## src/rtl/alu_divseq_pkg.sv

```systemverilog
// alu_divseq_pkg
// Purpose: shared ALU function encoding for the bexkat1 core ALU.
//   The divider sequencer and the execute stage both use this type
//   when they drive the shared ALU.
// Contents: alufunc_t (ALU function select).
package alu_divseq_pkg;

  typedef enum logic [2:0] {
    ALU_ADD = 3'd0,
    ALU_SUB = 3'd1,
    ALU_AND = 3'd2,
    ALU_OR  = 3'd3,
    ALU_XOR = 3'd4
  } alufunc_t;

endpackage

```

## src/rtl/alu_divseq_if.sv

```systemverilog
// alu_divseq_if
// Purpose: bundles the divider request/response signals and its shared-ALU
//   drive/return path into one interface.
// Signals:
//   start_i, signed_i, dividend_i, divisor_i : request (into the divider)
//   busy_o, done_o, quotient_o, remainder_o,
//   divzero_o                                : status/result (out of the divider)
//   alu_in1_o, alu_in2_o, alu_func_o         : ALU drive (out of the divider)
//   alu_out_i, alu_c_i                       : ALU result/carry (into the divider)
// Modports: slave = divider side, master = pipeline/ALU side.
interface alu_divseq_if #(
  parameter int WIDTH = 32
);
  import alu_divseq_pkg::*;

  logic             start_i;
  logic             signed_i;
  logic [WIDTH-1:0] dividend_i;
  logic [WIDTH-1:0] divisor_i;
  logic             busy_o;
  logic             done_o;
  logic [WIDTH-1:0] quotient_o;
  logic [WIDTH-1:0] remainder_o;
  logic             divzero_o;
  logic [WIDTH-1:0] alu_in1_o;
  logic [WIDTH-1:0] alu_in2_o;
  alufunc_t         alu_func_o;
  logic [WIDTH-1:0] alu_out_i;
  logic             alu_c_i;

  modport slave (
    input  start_i, signed_i, dividend_i, divisor_i, alu_out_i, alu_c_i,
    output busy_o, done_o, quotient_o, remainder_o, divzero_o,
           alu_in1_o, alu_in2_o, alu_func_o
  );

  modport master (
    output start_i, signed_i, dividend_i, divisor_i, alu_out_i, alu_c_i,
    input  busy_o, done_o, quotient_o, remainder_o, divzero_o,
           alu_in1_o, alu_in2_o, alu_func_o
  );

endinterface

```

## src/rtl/alu_divseq.sv

```systemverilog
// alu_divseq
// Purpose: multi-cycle integer divider (unsigned and two's-complement signed)
//   that owns no arithmetic of its own. It sequences the shared core ALU
//   through restoring shift/subtract steps using ALU_SUB and its borrow.
// Ports:
//   clk_i  : system clock, rising edge
//   rst_i  : synchronous active-high reset
//   bus    : alu_divseq_if.slave (request, result, and ALU drive/return)
// Latency from the accepted start edge: unsigned WIDTH+1, signed WIDTH+5,
//   zero divisor 1 cycle.
module alu_divseq
  import alu_divseq_pkg::*;
#(
  parameter int WIDTH = 32
) (
  input  logic         clk_i,
  input  logic         rst_i,
  alu_divseq_if.slave  bus
);

  localparam int CNT_W = $clog2(WIDTH);
  localparam logic [CNT_W-1:0] CNT_LAST = CNT_W'(WIDTH - 1);

  typedef enum logic [2:0] {
    S_IDLE  = 3'd0,
    S_NEG_A = 3'd1,
    S_NEG_B = 3'd2,
    S_ITER  = 3'd3,
    S_FIX_Q = 3'd4,
    S_FIX_R = 3'd5,
    S_DONE  = 3'd6
  } state_t;

  state_t           state_q, state_d;
  logic [WIDTH-1:0] a_q, a_d;
  logic [WIDTH-1:0] b_q, b_d;
  logic [WIDTH-1:0] r_q, r_d;
  logic             sa_q, sa_d;
  logic             sb_q, sb_d;
  logic             sg_q, sg_d;
  logic [CNT_W-1:0] cnt_q, cnt_d;
  logic             busy_q, busy_d;
  logic             done_q, done_d;
  logic [WIDTH-1:0] quot_q, quot_d;
  logic [WIDTH-1:0] rem_q, rem_d;
  logic             divzero_q, divzero_d;

  logic [WIDTH-1:0] alu_in1_c;
  logic [WIDTH-1:0] alu_in2_c;
  alufunc_t         alu_func_c;
  logic [WIDTH-1:0] r_shift;
  logic             take;

  // Restoring-division step: shift the next dividend bit into R, then keep
  // R'-B whenever it does not borrow. A bit shifted out of R means R' is
  // already larger than any WIDTH-bit divisor, so the subtract is taken
  // regardless of the borrow.
  assign r_shift = {r_q[WIDTH-2:0], a_q[WIDTH-1]};
  assign take    = r_q[WIDTH-1] | ~bus.alu_c_i;

  // Next-state and ALU drive. The ALU is idle (ADD of zeros) outside the
  // negate/iterate states so the execute stage sees a benign drive.
  always_comb begin
    state_d    = state_q;
    a_d        = a_q;
    b_d        = b_q;
    r_d        = r_q;
    sa_d       = sa_q;
    sb_d       = sb_q;
    sg_d       = sg_q;
    cnt_d      = cnt_q;
    quot_d     = quot_q;
    rem_d      = rem_q;
    divzero_d  = divzero_q;
    alu_func_c = ALU_ADD;
    alu_in1_c  = '0;
    alu_in2_c  = '0;

    case (state_q)
      S_IDLE: begin
        if (bus.start_i) begin
          a_d       = bus.dividend_i;
          b_d       = bus.divisor_i;
          r_d       = '0;
          cnt_d     = '0;
          sg_d      = bus.signed_i;
          sa_d      = bus.signed_i & bus.dividend_i[WIDTH-1];
          sb_d      = bus.signed_i & bus.divisor_i[WIDTH-1];
          divzero_d = 1'b0;
          if (bus.divisor_i == '0) begin
            divzero_d = 1'b1;
            quot_d    = '1;
            rem_d     = bus.dividend_i;
            state_d   = S_DONE;
          end else if (bus.signed_i) begin
            state_d = S_NEG_A;
          end else begin
            state_d = S_ITER;
          end
        end
      end
      S_NEG_A: begin
        alu_func_c = ALU_SUB;
        alu_in2_c  = a_q;
        if (sa_q) a_d = bus.alu_out_i;
        state_d = S_NEG_B;
      end
      S_NEG_B: begin
        alu_func_c = ALU_SUB;
        alu_in2_c  = b_q;
        if (sb_q) b_d = bus.alu_out_i;
        state_d = S_ITER;
      end
      S_ITER: begin
        alu_func_c = ALU_SUB;
        alu_in1_c  = r_shift;
        alu_in2_c  = b_q;
        r_d        = take ? bus.alu_out_i : r_shift;
        a_d        = {a_q[WIDTH-2:0], take};
        cnt_d      = cnt_q + 1'b1;
        if (cnt_q == CNT_LAST) state_d = sg_q ? S_FIX_Q : S_DONE;
      end
      S_FIX_Q: begin
        alu_func_c = ALU_SUB;
        alu_in2_c  = a_q;
        if (sa_q ^ sb_q) a_d = bus.alu_out_i;
        state_d = S_FIX_R;
      end
      S_FIX_R: begin
        alu_func_c = ALU_SUB;
        alu_in2_c  = r_q;
        if (sa_q) r_d = bus.alu_out_i;
        state_d = S_DONE;
      end
      S_DONE: begin
        state_d = S_IDLE;
      end
      default: begin
        state_d = S_IDLE;
      end
    endcase

    // Results are captured on the way into DONE from the computing states;
    // the zero-divisor path has already loaded them above.
    if (state_d == S_DONE && state_q != S_IDLE) begin
      quot_d = a_d;
      rem_d  = r_d;
    end

    busy_d = (state_d != S_IDLE);
    done_d = (state_d == S_DONE);
  end

  // Single state register; reset abandons any division in flight.
  always_ff @(posedge clk_i) begin
    if (rst_i) begin
      state_q   <= S_IDLE;
      a_q       <= '0;
      b_q       <= '0;
      r_q       <= '0;
      sa_q      <= 1'b0;
      sb_q      <= 1'b0;
      sg_q      <= 1'b0;
      cnt_q     <= '0;
      busy_q    <= 1'b0;
      done_q    <= 1'b0;
      quot_q    <= '0;
      rem_q     <= '0;
      divzero_q <= 1'b0;
    end else begin
      state_q   <= state_d;
      a_q       <= a_d;
      b_q       <= b_d;
      r_q       <= r_d;
      sa_q      <= sa_d;
      sb_q      <= sb_d;
      sg_q      <= sg_d;
      cnt_q     <= cnt_d;
      busy_q    <= busy_d;
      done_q    <= done_d;
      quot_q    <= quot_d;
      rem_q     <= rem_d;
      divzero_q <= divzero_d;
    end
  end

  assign bus.busy_o      = busy_q;
  assign bus.done_o      = done_q;
  assign bus.quotient_o  = quot_q;
  assign bus.remainder_o = rem_q;
  assign bus.divzero_o   = divzero_q;
  assign bus.alu_in1_o   = alu_in1_c;
  assign bus.alu_in2_o   = alu_in2_c;
  assign bus.alu_func_o  = alu_func_c;

endmodule

```

## src/flat_wrapper.sv

```systemverilog
// flat-port wrapper written by rule: the top's interface ports become plain ports
module alu_divseq_flat import alu_divseq_pkg::*;
#(
  parameter int WIDTH = 32
)
  (clk_i, rst_i, bus_start_i, bus_signed_i, bus_dividend_i, bus_divisor_i, bus_alu_out_i, bus_alu_c_i, bus_busy_o, bus_done_o, bus_quotient_o, bus_remainder_o, bus_divzero_o, bus_alu_in1_o, bus_alu_in2_o, bus_alu_func_o);
  alu_divseq_if #(.WIDTH(WIDTH)) bus_i ();
  input  logic clk_i;
  input  logic rst_i;
  input wire logic [$bits(bus_i.start_i)-1:0] bus_start_i;
  input wire logic [$bits(bus_i.signed_i)-1:0] bus_signed_i;
  input wire logic [$bits(bus_i.dividend_i)-1:0] bus_dividend_i;
  input wire logic [$bits(bus_i.divisor_i)-1:0] bus_divisor_i;
  input wire logic [$bits(bus_i.alu_out_i)-1:0] bus_alu_out_i;
  input wire logic [$bits(bus_i.alu_c_i)-1:0] bus_alu_c_i;
  output wire logic [$bits(bus_i.busy_o)-1:0] bus_busy_o;
  output wire logic [$bits(bus_i.done_o)-1:0] bus_done_o;
  output wire logic [$bits(bus_i.quotient_o)-1:0] bus_quotient_o;
  output wire logic [$bits(bus_i.remainder_o)-1:0] bus_remainder_o;
  output wire logic [$bits(bus_i.divzero_o)-1:0] bus_divzero_o;
  output wire logic [$bits(bus_i.alu_in1_o)-1:0] bus_alu_in1_o;
  output wire logic [$bits(bus_i.alu_in2_o)-1:0] bus_alu_in2_o;
  output wire logic [$bits(bus_i.alu_func_o)-1:0] bus_alu_func_o;
  assign bus_i.start_i = bus_start_i;
  assign bus_i.signed_i = bus_signed_i;
  assign bus_i.dividend_i = bus_dividend_i;
  assign bus_i.divisor_i = bus_divisor_i;
  assign bus_i.alu_out_i = bus_alu_out_i;
  assign bus_i.alu_c_i = bus_alu_c_i;
  assign bus_busy_o = bus_i.busy_o;
  assign bus_done_o = bus_i.done_o;
  assign bus_quotient_o = bus_i.quotient_o;
  assign bus_remainder_o = bus_i.remainder_o;
  assign bus_divzero_o = bus_i.divzero_o;
  assign bus_alu_in1_o = bus_i.alu_in1_o;
  assign bus_alu_in2_o = bus_i.alu_in2_o;
  assign bus_alu_func_o = bus_i.alu_func_o;
  alu_divseq #(.WIDTH(WIDTH)) u_core (.clk_i(clk_i), .rst_i(rst_i), .bus(bus_i));
endmodule
```

## config.mk

```make
export PLATFORM = sky130hd
export DESIGN_NAME = alu_divseq_flat
export DESIGN_NICKNAME = d
export VERILOG_FILES = /design/src/rtl/alu_divseq_pkg.sv /design/src/rtl/alu_divseq_if.sv /design/src/rtl/alu_divseq.sv /design/src/flat_wrapper.sv
export SDC_FILE = /design/constraint.sdc
export NUM_CORES = 1
export LEC_CHECK = 0
export ABC_AREA = 1
export BUFFER_PORTS_ARGS = -buffer_cell sky130_fd_sc_hd__buf_2
export CORE_MARGIN = 1
export CORE_UTILIZATION = 51
export CTS_CLUSTER_DIAMETER = 150
export DETAILED_ROUTE_END_ITERATION = 8
export PLACE_DENSITY = 0.79
export SLEW_MARGIN = 10
export SYNTH_ARGS = -nofsm -noshare
export SYNTH_HDL_FRONTEND = slang
export SYNTH_SLANG_ARGS = --single-unit
```

## constraint.sdc

```tcl
create_clock -name clk_i -period 6.3 [get_ports clk_i]
set_input_delay 1.26 -clock clk_i [delete_from_list [all_inputs] [get_ports clk_i]]
set_output_delay 1.26 -clock clk_i [all_outputs]
set_load 0.05 [all_outputs]
```

## Word level (Yosys, flattened, before mapping)

Cells that the tools add are included.

- Register bits after elaboration: 174
- Input bits: 101
- Word-level logic and storage cells: 76

- Add/subtract/negate cells: 1
- Equal/unequal tests: 9
- Muxes and demuxes: 31
- Bitwise logic cells: 5
- Reduce and logical (&&, ||, !) cells: 17

Operators with widths:

| cell | count |
|---|---|
| 2-to-1 mux 32 bit | 17 |
| case mux 32 bit (3 select lines) | 2 |
| case mux 32 bit (4 select lines) | 1 |
| case mux 32 bit (2 select lines) | 1 |
| zero test 32 bit | 1 |
| case mux 3 bit (6 select lines) | 1 |
| case mux 5 bit (2 select lines) | 1 |
| nonzero test 2 bit | 5 |
| == test 3 bit, second input constant | 3 |
| 2-to-1 mux 3 bit | 3 |
| == test 3 x 2 -> 1 bit, second input constant | 2 |
| AND reduction 3 bit | 2 |
| nonzero test 3 bit | 2 |
| adder 5 x 1 -> 5 bit, second input constant | 1 |
| == test 5 bit, second input constant | 1 |
| 2-to-1 mux 5 bit | 1 |
| OR reduction 5 bit | 1 |
| 2-to-1 mux 2 bit | 2 |
| AND reduction 2 bit | 2 |
| OR reduction 2 bit | 2 |
| == test 3 x 1 -> 1 bit, second input constant | 1 |
| zero test 3 bit | 1 |
| bitwise AND 1 bit | 2 |
| 2-to-1 mux 1 bit | 2 |
| other kinds (6) | 6 |

## Longest topological paths before layout

Gate-level depths: netlist of the first run.

- Depth after elaboration: 8
- Mapped depth: 17
- Depth with buffers taken out: 16

## Worst setup path before layout of the first run

OpenSTA, ideal clock, no wires.

- Path type: register to output
- Start: reg u_core.state_q[2]
- End: out bus_alu_in1_o[21]
- Arrival time: 1750 ps
- Required time: 5040 ps
- Slack: 3290 ps
- Cell stages (with the launch flop): 9
- Cell sequence: dfxtp_1 buf_6 inv_2 nand2_2 nor2_2 inv_1 clkbuf_1 buf_1 nor2_1

- Word-level cells in the longest chain between the ends: 2

Ends and longest elaborated chain:

| item | line | text |
|---|---|---|
| from (decl) | alu_divseq.sv:34 | `state_t state_q, state_d;` |
| from (signal assigned) | alu_divseq.sv:171 | `state_q <= state_d;` |
| == test 3 x 2 -> 1 bit | alu_divseq.sv:79 | `case (state_q)` |
| 2-to-1 mux 32 bit | alu_divseq.sv:79 |  |
| to (decl) | flat_wrapper.sv:21 | `output wire logic [$bits(bus_i.alu_in1_o)-1:0] bus_alu_in1_o;` |

No other way between the ends.

## Worst setup path after layout of the first run

- Start: reg u_core.state_q[2]
- End: out bus_alu_in2_o[2]

- Word-level cells in the longest chain between the ends: 3

Ends and longest elaborated chain:

| item | line | text |
|---|---|---|
| == test 3 x 1 -> 1 bit, or another cell as far along | alu_divseq.sv:79 |  |
| OR reduction 2 bit (no line) | -- |  |
| case mux 32 bit (3 select lines) (*) | alu_divseq.sv:79 |  |
| to (decl) | flat_wrapper.sv:22 | `output wire logic [$bits(bus_i.alu_in2_o)-1:0] bus_alu_in2_o;` |

Mark *: on every way between the ends. The rest lies on a longest branch, timed or not.

==> run_results.csv, run 1 <==
group,metric,value,unit
outcome,status,"complete, no violations",
power,swShare,36.3,%
global_routing,grt-ovfl-total,0,
placement,io_buffers,232,
finish,syn_to_final_growth,16.6,%
sta,layout_min_cycle_time,4.38,ns
route,vias_per_cell,5.92,
worst_setup_path,crit_path_start_kind,"flop",
power,p_leak,0.00544,uW
power,switchingPower,1100,uW
min_path,hold-path-cell-count,2,
global_routing,grt_first_pass_wirelength,58.8,mm
synth,syn_area_per_cell,6.13,um2
finish,fillers,1907,
worst_setup_path,worstPathArrival,3.12,ns
power,power_frac_comb,23.1,%
synth,synth_edf_count,0,
power,p_int,1930,uW
finish,fin_nets,1937,
min_path,holdPathEnd,"u_core.sg_q",
synth,ys_ff_latch,174,
route,drt_first_iter_violations,1448,
placement,gp_congestion,0.966,
floorplanning,die_h,145,um
worst_setup_path,slowest_stage,"inv_1",
sta,clock_skew,0.00994,ns
sta,tns,0,ns
worst_setup_path,critPathKind,"flop to output pin",
worst_setup_path,end_kind,"output pin",
clock_network,cts_sinks,174,
floorplanning,dieWidth,145,um
power,p_per_area,251,nW/um2
floorplanning,initial_core_util,52.6,%
global_routing,gr-usage-all-layers,36.6,%
sta,max_freq,229,MHz
floorplanning,core,19700,um2
finish,fin_util,61.3,%
worst_setup_path,r2r-start,"u_core.state_q[1]",
finish,drive_gt1_share,17.2,%
route,ant_nets,0,
placement,post-dp-hpwl,24.7,mm
route,drc,0,
worst_setup_path,r2r_cells,10,
sta,relSlewSlack,15.1,%
worst_setup_path,critPathMaxFanout,30,
synth,ys_warn_count,0,
route,vias,12514,
worst_setup_path,worst_path_largest_cell_delay,0.92,ns
min_path,hold_path_class,"flop to flop",
floorplanning,rows,51,
route,wl_per_cell,18.1,um
clock_network,cts_resized,0,
worst_setup_path,r2r_setup_slack,2.08,ns
synth,synth_area,10400,um2
sta,rsz0062_at_grt,"false",
worst_setup_path,timing.critical_path.mode_cell,"nor2_1",
floorplanning,die_area,20900,um2
clock_network,clock_latency,0.44,ns
min_path,hp-start,"u_core.sg_q",
clock_network,clockBufferDepth,2,
power,p_clk_share,37.0,%
worst_setup_path,r2r_end,"u_core.bus.remainder_o[22]",
power,p_seq_share,39.9,%
sta,finalCritPeriodShare,69.5,%
synth,syn_inst,1693,
sta,setup_ws,1.92,ns
clock_network,cts_tree,"yes",
sta,worst_slew_pin_slew,1.27,ns
clock_network,clk_pin_slew_worst_paths,0.07,ns
synth,async_reset_ff_share,0,%
placement,pre_cts_ws,1.99,ns
sta,timing_hold_violations_final,0,
synth,synth_ff_type,"dfxtp_1",
route,drt-total-wl,38.2,mm
finish,register_area,3480,um2
global_routing,grt_max_degree,72,
synth,synth_cell_type_count,33,
clock_network,htreeDepth,4,
clock_network,cts_made_buffers,17,
global_routing,antenna_found_initial,2,
sta,setup_viol,0,
sta,slew_violations,0,
worst_setup_path,critPathRequiredTime,5.04,ns
route,drt-pass1-iter-count,5,
global_routing,grt_pass1_vias,11318,
synth,ys_seq_area_share,33.6,%
power,ir_worst_vdd,203,uV
worst_setup_path,crit_chain,"inv_2 > nand2_2 > nor2_1 > nor2_1 > inv_1 > nand2_1 > o211ai_1 > buf_2",
clock_network,post_cts_buffers,0,
finish,multi_input_area,5960,um2
clock_network,hold_buffers,0,
job,max-cap-violations,0,
clock_network,cts_root_buf,"clkbuf_16",
power,power.total,3040,uW
floorplanning,ios,235,
## power by group through the flow
stage                     clock network [uW]  registers, uW  logic (uW)
final                                   1120           1210         702
after global routing                    1180           1220         751
after CTS                               1130           1210         687
after detailed placement                   0           1230         683
after global placement                     0           1230         673
after floorplan                            0           1220         477
## synthesized netlist by cell type, drive strengths merged (2+ instances only)
master	instances	area share, %
nand3	130	6.3
ha	2	0.24
o2111ai	31	2.6
a21oi	109	5.4
or2	4	0.24
clkbuf	80	2.9
nand2	517	19
o221ai	2	0.17
buf	51	2.7
inv	100	3.6
o21ai	108	5.3
o211ai	63	4.6
nand4	28	1.7
a31oi	37	2.2
dfxtp	174	34
nor2	253	9.4
## flip-flops by register name, indices dropped and copies added, names as in the netlist
register	count
u_core.a_q	32
u_core.b_q	32
u_core.bus.quotient_o	32
u_core.bus.remainder_o	32
u_core.r_q	32
u_core.cnt_q	5
u_core.state_q	3
u_core.bus.busy_o	1
u_core.bus.divzero_o	1
u_core.bus.done_o	1
u_core.sa_q	1
u_core.sb_q	1
u_core.sg_q	1
## cell type report
type,instances,share of cell area [%]
sequential,174,28.8
multi-input combinational,1288,49.3
clock inverter,15,1.61
clock buffer,17,3.52
inverter,101,3.15
antenna,1,0.0207
timing repair buffer,252,10.9
tap,265,2.74
## worst max-delay path by stage
stage	startpoint	to	cells past startpoint
4_1_cts	u_core.state_q[2]	bus_alu_in2_o[2]	8
2_1_floorplan	u_core.state_q[2]	bus_alu_in1_o[21]	8
5_1_grt	u_core.state_q[1]	u_core.bus.remainder_o[26]	11
3_5_place_dp	bus_divisor_i[31]	u_core.bus.remainder_o[26]	12
6_report	u_core.state_q[2]	bus_alu_in2_o[2]	8
3_3_place_gp	bus_divisor_i[31]	u_core.bus.remainder_o[26]	12
## cell usage in the layout, fill, tap and decap left out, drive strengths merged, types with 31 or more instances in the layout
cell type	count
a21oi	109
o2111ai	31
inv	108
nand3	130
buf	252
o21ai	108
nor2	253
nand2	517
dfxtp	174
a31oi	37
o211ai	63
## per-stage QoR
| stage | hold WS [ns] | instance area (um2) | instances |
|---|---|---|---|
| after floorplan | 0.430 | 10400 | 1694 |
| after global placement | 0.445 | 11500 | 2080 |
| after detailed placement | 0.448 | 11500 | 2080 |
| after CTS | 0.457 | 12100 | 2112 |
| after global routing | 0.487 | 12100 | 2113 |
| final | 0.455 | 12100 | 2113 |
## critical path: cells and delay by family (launching register included)
family / cells / cell delay (ns)
buffers and inverters: 3 / 1.35
AND/OR/NAND/NOR: 4 / 0.71
flip-flops: 1 / 0.43
AO/OA/AOI/OAI: 1 / 0.19
## cells by family after synthesis
| group | Yosys count | share of synthesized area, % |
|---|---|---|
| fa+ha+maj | 2 | 0.241 |
| other cells | 1 | 0.0361 |
| flops | 174 | 33.6 |
| simple gates | 933 | 36.5 |
| compound gates | 351 | 20.3 |
| buf+inv | 232 | 9.31 |
## metal layers
metal  GRT usage (%)  wire, um  up-vias
li1                -         -     5896
met1            47.9     15300     5666
met2            58.3     17200      846
met3            6.28      4370      104
met4            17.8      1320        2
met5               0        11        -
(Power assumes the default switching activity.)
==> run 2, diff against run 1 <==
--- a/config.mk
+++ b/config.mk
@@ -8,10 +8,10 @@
 export ABC_AREA = 1
 export BUFFER_PORTS_ARGS = -buffer_cell sky130_fd_sc_hd__buf_2
 export CORE_MARGIN = 1
-export CORE_UTILIZATION = 51
+export CORE_UTILIZATION = 50
 export CTS_CLUSTER_DIAMETER = 150
 export DETAILED_ROUTE_END_ITERATION = 8
-export PLACE_DENSITY = 0.79
+export PLACE_DENSITY = 0.81
 export SLEW_MARGIN = 10
 export SYNTH_ARGS = -nofsm -noshare
 export SYNTH_HDL_FRONTEND = slang
==> constraint.sdc (replaced) <==
create_clock -name clk_i -period 4 [get_ports clk_i]
set_input_delay 0.8 -clock clk_i [delete_from_list [all_inputs] [get_ports clk_i]]
set_output_delay 0.8 -clock clk_i [all_outputs]
set_load 0.05 [all_outputs]
==> run 2 against run 1 <==
  * Total power rose by 56%
  * Clock power rose by 51%
  * Sequential cell count did not move
==> run_results.csv, run 2 (synthesized netlist as in run 1, its figures left out) <==
group,metric,value,unit
clock_network,cts_made_buffers,17,
sta,layout_min_cycle_time,3.48,ns
floorplanning,die_h,146,um
outcome,status,"complete, no violations",
route,vias,12624,
clock_network,clockBufferDepth,2,
power,p_per_area,387,nW/um2
floorplanning,initial_core_util,51.1,%
worst_setup_path,crit_path_start_kind,"flop",
worst_setup_path,worstPathArrival,2.68,ns
floorplanning,dieWidth,146,um
route,ant_nets,0,
finish,fin_cells,2131,
clock_network,post_cts_buffers,0,
finish,drive_gt1_share,17.8,%
worst_setup_path,critPathMaxFanout,16,
route,wl_per_cell,18.1,um
route,drt-total-wl,38.5,mm
job,max-cap-violations,0,
worst_setup_path,critPathRequiredTime,3.20,ns
route,drt_first_iter_violations,1583,
route,drt-pass1-iter-count,6,
power,ir_worst_vdd,301,uV
finish,final_cell_mix,"nand2_1, nor2_1, buf_2",
sta,tns,0,ns
placement,place_inst,2099,
worst_setup_path,critPathKind,"flop to output pin",
finish,fin_nets,1951,
clock_network,hold_buffers,0,
worst_setup_path,worst_path_largest_cell_delay,0.45,ns
global_routing,grt_first_pass_wirelength,60.0,mm
placement,io_buffers,232,
min_path,hold_path_class,"flop to flop",
global_routing,busiest_layer,"met2",
clock_network,cts_resized,0,
sta,relSlewSlack,40.9,%
clock_network,clock_latency,0.45,ns
placement,post-dp-hpwl,25.8,mm
sta,worst_slew_pin_slew,0.884,ns
route,vias_per_cell,5.92,
global_routing,antenna_found_initial,1,
finish,final_design_area_no_fill,12200,um2
clock_network,htreeDepth,4,
global_routing,grt-ovfl-total,0,
worst_setup_path,end_kind,"output pin",
sta,clock_skew,0.00820,ns
sta,finalCritPeriodShare,87.0,%
sta,slew_violations,0,
global_routing,grtUsageMet1,45.9,%
clock_network,cts_root_buf,"clkbuf_16",
route,drc,0,
global_routing,gr-usage-all-layers,35.4,%
placement,gp_congestion,0.947,
clock_network,clk_pin_slew_worst_paths,0.07,ns
clock_network,cts_sinks,174,
global_routing,grt_use_met3,7.53,%
finish,layout_commonest_cell,"nand2_1",
global_routing,grt_max_degree,68,
sta,setup_viol,0,
sta,max_freq,287,MHz
worst_setup_path,crit_chain,"inv_2 > nand2_2 > inv_2 > nand2_1 > inv_1 > nor2_1 > inv_1 > buf_12 > nand2_1 > o211ai_1 > buf_2",
finish,syn_to_final_growth,17.6,%
sta,rsz0062_at_grt,"false",
global_routing,grt_pass1_vias,11444,
floorplanning,ios,235,
worst_setup_path,slowest_stage,"dfxtp_1",
finish,n_antenna_cell,0,
power,p_leak,0.00549,uW
floorplanning,rows,52,
floorplanning,core,20300,um2
placement,place_area,11600,um2
clock_network,cts_tree,"yes",
global_routing,use_met2,55.8,%
sta,timing_hold_violations_final,0,
floorplanning,die_area,21300,um2
==> run 2: cell count changes in the layout (fill, tap and decap cells not counted) <==
cell	delta
buf_12	+3
clkinvlp_4	+2
buf_4	+11
bufinv_16	-1
diode_2	-1
inv_6	+1
clkinv_8	-2
clkinv_4	+1
inv_8	-1
==> run 2: power breakdown <==
part	total, uW	switching [uW]	internal [uW]
Combinational	1130	845	288
Clock	1690	807	880
Sequential	1910	80.3	1830
Total	4730	1730	2990
==> run 2: per-stage QoR <==
stage	power [uW]	util, %	worst slack (ns)	hold slack [ns]
finish	4730	60.1	0.521	0.461
global route	4890	60.1	0.407	0.482
CTS	4690	60.1	0.573	0.460
detailed placement	3040	57.3	0.895	0.451
global placement	3030	57.3	0.959	0.441
floorplan	2680	-	1.45	0.430
==> run 2: final cells by class <==
class                      count  area [um2]
clock buffer                  17         425
clock inverter                15         154
fill                        1988        8100
inverter                     101         382
multi-input combinational   1288        5960
sequential                   174        3480
tap                          270         338
timing repair buffer         266        1460
==> run 2: final timing paths <==
kind / startpoint / end / slack, ns / cells past startpoint
max: u_core.state_q[0] / bus_alu_in2_o[26] / 0.52 / 11
min: u_core.sg_q / u_core.sg_q / 0.46 / 2
max reg2reg: u_core.state_q[2] / u_core.bus.remainder_o[23] / 0.99 / 11
min reg2reg: u_core.sg_q / u_core.sg_q / 0.46 / 2
==> run 2: metal layers <==
layer  part of all wire, %  wire length, um  vias up
li1                      -                -     5920
met1                    39            15100     5722
met2                    44            17100      862
met3                    12             4700      118
met4                   4.0             1540        2
met5                 0.039               15        -
==> run 2: worst max-delay path: cells and delay by family (launching register included) <==
family                 cells  cell delay (ns)
DFF                        1             0.45
and+or+nand+nor            4             0.60
AOI/OAI and AO/OA          1             0.09
buffers and inverters      6             1.09
==> run 3, diff against run 2 <==
--- a/config.mk
+++ b/config.mk
@@ -5,14 +5,13 @@
 export SDC_FILE = /design/constraint.sdc
 export NUM_CORES = 1
 export LEC_CHECK = 0
-export ABC_AREA = 1
 export BUFFER_PORTS_ARGS = -buffer_cell sky130_fd_sc_hd__buf_2
 export CORE_MARGIN = 1
-export CORE_UTILIZATION = 50
+export CORE_UTILIZATION = 49
 export CTS_CLUSTER_DIAMETER = 150
 export DETAILED_ROUTE_END_ITERATION = 8
-export PLACE_DENSITY = 0.81
-export SLEW_MARGIN = 10
+export PLACE_DENSITY = 0.8
+export SLEW_MARGIN = 20
 export SYNTH_ARGS = -nofsm -noshare
 export SYNTH_HDL_FRONTEND = slang
 export SYNTH_SLANG_ARGS = --single-unit
==> run 3 against run 2 <==
  * Synthesized cell count down 35%
  * Sequential cell count is the same
  * Sequential power is essentially flat
==> run_results.csv, run 3 <==
group,metric,value,unit
placement,post-dp-hpwl,20.3,mm
global_routing,grt_pass1_vias,9092,
worst_setup_path,r2r_end,"u_core.bus.quotient_o[13]",
placement,io_buffers,232,
synth,synthTopCellsByCount,"dfxtp_1, nor2_1, clkbuf_1",
worst_setup_path,critPathCapture,"bus_alu_in2_o[2]",
power,p_int,3120,uW
route,drc,0,
global_routing,grt_max_degree,96,
global_routing,grt_use_met3,6.67,%
global_routing,busiest_layer,"met2",
clock_network,hold_buffers,0,
worst_setup_path,path_depth,5,
route,drt-pass1-iter-count,9,
sta,relSlewSlack,28.9,%
global_routing,gr-usage-all-layers,31.8,%
sta,timing_hold_violations_final,0,
finish,fillers,1624,
global_routing,antenna_found_initial,1,
power,p_seq_share,42.0,%
worst_setup_path,crit_family,"buffers and inverters",
synth,synth_cell_type_count,51,
job,max-cap-violations,0,
power,switchingPower,1460,uW
power,p_leak,0.00461,uW
synth,ys_ff_latch,174,
clock_network,cts_resized,0,
route,wl_per_cell,21.1,um
global_routing,grt_first_pass_wirelength,49.3,mm
power,p_per_area,409,nW/um2
min_path,hold_path_class,"flop to flop",
floorplanning,initial_core_util,50.1,%
synth,synth_area,9360,um2
floorplanning,rows,50,
clock_network,cts_made_buffers,17,
synth,yosys.area.top_type,"dfxtp_1",
synth,synth.most_common_cell,"dfxtp_1",
worst_setup_path,r2r-start,"u_core.state_q[0]",
sta,tns,0,ns
finish,drive_gt1_share,29.3,%
route,vias_per_cell,6.62,
synth,synth_edf_count,0,
synth,ys_seq_area_share,37.2,%
worst_setup_path,critPathKind,"flop to output pin",
clock_network,clock_latency,0.44,ns
sta,max_freq,279,MHz
clock_network,cts_root_buf,"clkbuf_16",
floorplanning,die_h,140,um
placement,gp_congestion,0.858,
worst_setup_path,slowest_stage,"dfxtp_2",
worst_setup_path,crit_path_start_kind,"flop",
synth,synth_area_leaders,"dfxtp_1, mux2_2, a211oi_1",
sta,rsz0062_at_grt,"false",
global_routing,grtUsageMet1,42.2,%
global_routing,grt-ovfl-total,0,
floorplanning,core,18700,um2
sta,clock_skew,0.0119,ns
worst_setup_path,crit_chain,"nor2b_4 > buf_4 > a22oi_1 > o21ai_0 > buf_2",
placement,pre_cts_ws,0.622,ns
finish,syn_to_final_growth,19.8,%
sta,setup_viol,0,
synth,synthDominantCellAreaShare,37.2,%
synth,synth_ff_type,"dfxtp_1",
route,drt-total-wl,31.7,mm
power,p_clk_share,39.0,%
route,ant_nets,0,
clock_network,clk_pin_slew_worst_paths,0.07,ns
clock_network,cts_sinks,174,
worst_setup_path,worstPathArrival,2.79,ns
finish,fin_nets,1357,
sta,setup_ws,0.413,ns
clock_network,clockBufferDepth,2,
worst_setup_path,r2r_cells,7,
worst_setup_path,worst_path_largest_cell_delay,0.64,ns
finish,n_antenna_cell,0,
outcome,status,"complete, no violations",
worst_setup_path,end_kind,"output pin",
global_routing,use_met2,48.8,%
clock_network,post_cts_buffers,0,
power,swShare,31.9,%
power,ir_worst_vdd,342,uV
finish,layout_commonest_cell,"buf_2",
floorplanning,die_area,19700,um2
sta,worst_slew_pin_slew,1.07,ns
sta,layout_min_cycle_time,3.59,ns
sta,slew_violations,0,
finish,final_cell_mix,"buf_2, dfxtp_1, nor2_1",
synth,async_reset_ff_share,0,%
synth,syn_inst,1101,
route,vias,9936,
worst_setup_path,r2r_setup_slack,0.50,ns
power,power_frac_comb,19.0,%
synth,ys_warn_count,0,
clock_network,htreeDepth,4,
worst_setup_path,crit_buf_inv,2,
worst_setup_path,critPathMaxFanout,18,
route,drt_first_iter_violations,1294,
worst_setup_path,critPathRequiredTime,3.20,ns
synth,syn_area_per_cell,8.50,um2
floorplanning,dieWidth,140,um
clock_network,cts_tree,"yes",
sta,finalCritPeriodShare,89.7,%
worst_setup_path,critPathLaunch,"u_core.state_q[2]",
floorplanning,ios,235,
run 3: worst reg2reg max path, stage by stage, from the launching register on:
cell and delay [ns]:
dfxtp_4 0.78, buf_4 0.66, nand2b_1 0.24, nor3_2 0.07
nor2_2 0.82, buf_4 0.40, a221oi_1 0.18, a211oi_1 0.27
run 3: cell type report:
class	instances	area [um2]	area share, %
inverters	34	128	1.14
clock buffers	19	453	4.04
flip-flops and latches	174	3490	31.1
repair buffers	257	1360	12.2
clock inverters	13	176	1.57
multi-input cells	770	5310	47.4
well taps	234	293	2.61
run 3: per-stage QoR:
stage	util, %	power (uW)	hold slack, ns	instance area, um2	std cells
2_1_floorplan	-	2510	0.431	9370	1102
3_3_place_gp	56.5	2780	0.447	10600	1469
3_5_place_dp	56.6	2810	0.462	10600	1469
4_1_cts	59.9	4570	0.478	11200	1501
5_1_grt	60.0	4740	0.498	11200	1501
6_report	60.0	4580	0.475	11200	1501
run 3: power by group through the flow:
stage	Sequential, uW	Clock [uW]	Combinational (uW)
finish	1930	1790	872
global route	1940	1870	929
floorplan	1910	0	607
CTS	1920	1790	852
detailed placement	1960	0	848
global placement	1950	0	829
run 3: how the worst min path moves through the flow:
stage	start	to	slack [ns]	cells after the start
2_1_floorplan	u_core.cnt_q[3]	u_core.cnt_q[3]	0.43	1
3_3_place_gp	u_core.bus.divzero_o	u_core.bus.divzero_o	0.45	2
3_5_place_dp	u_core.bus.divzero_o	u_core.bus.divzero_o	0.46	2
4_1_cts	u_core.bus.divzero_o	u_core.bus.divzero_o	0.48	2
5_1_grt	u_core.bus.divzero_o	u_core.bus.divzero_o	0.50	2
6_report	u_core.bus.divzero_o	u_core.bus.divzero_o	0.48	2
run 3: metal layers:
metal / vias up / share of wire [%] / wire (um)
li1: 4489 / - / -
met1: 4631 / 41 / 13000
met2: 721 / 45 / 14200
met3: 93 / 11 / 3450
met4: 2 / 3.5 / 1100
met5: - / 0.041 / 13
run 3: kinds of logic after synthesis:
| kind of cell | Yosys count | share of synthesized area [%] |
|---|---|---|
| buffers and inverters | 158 | 7.14 |
| DFF | 174 | 37.2 |
| xor gates and xnor gates | 1 | 0.0935 |
| AOI/OAI and AO/OA | 385 | 30.3 |
| and+or+nand+nor | 285 | 14.0 |
| adders and majority gates | 2 | 0.267 |
| other | 1 | 0.0400 |
| muxes | 95 | 11.0 |
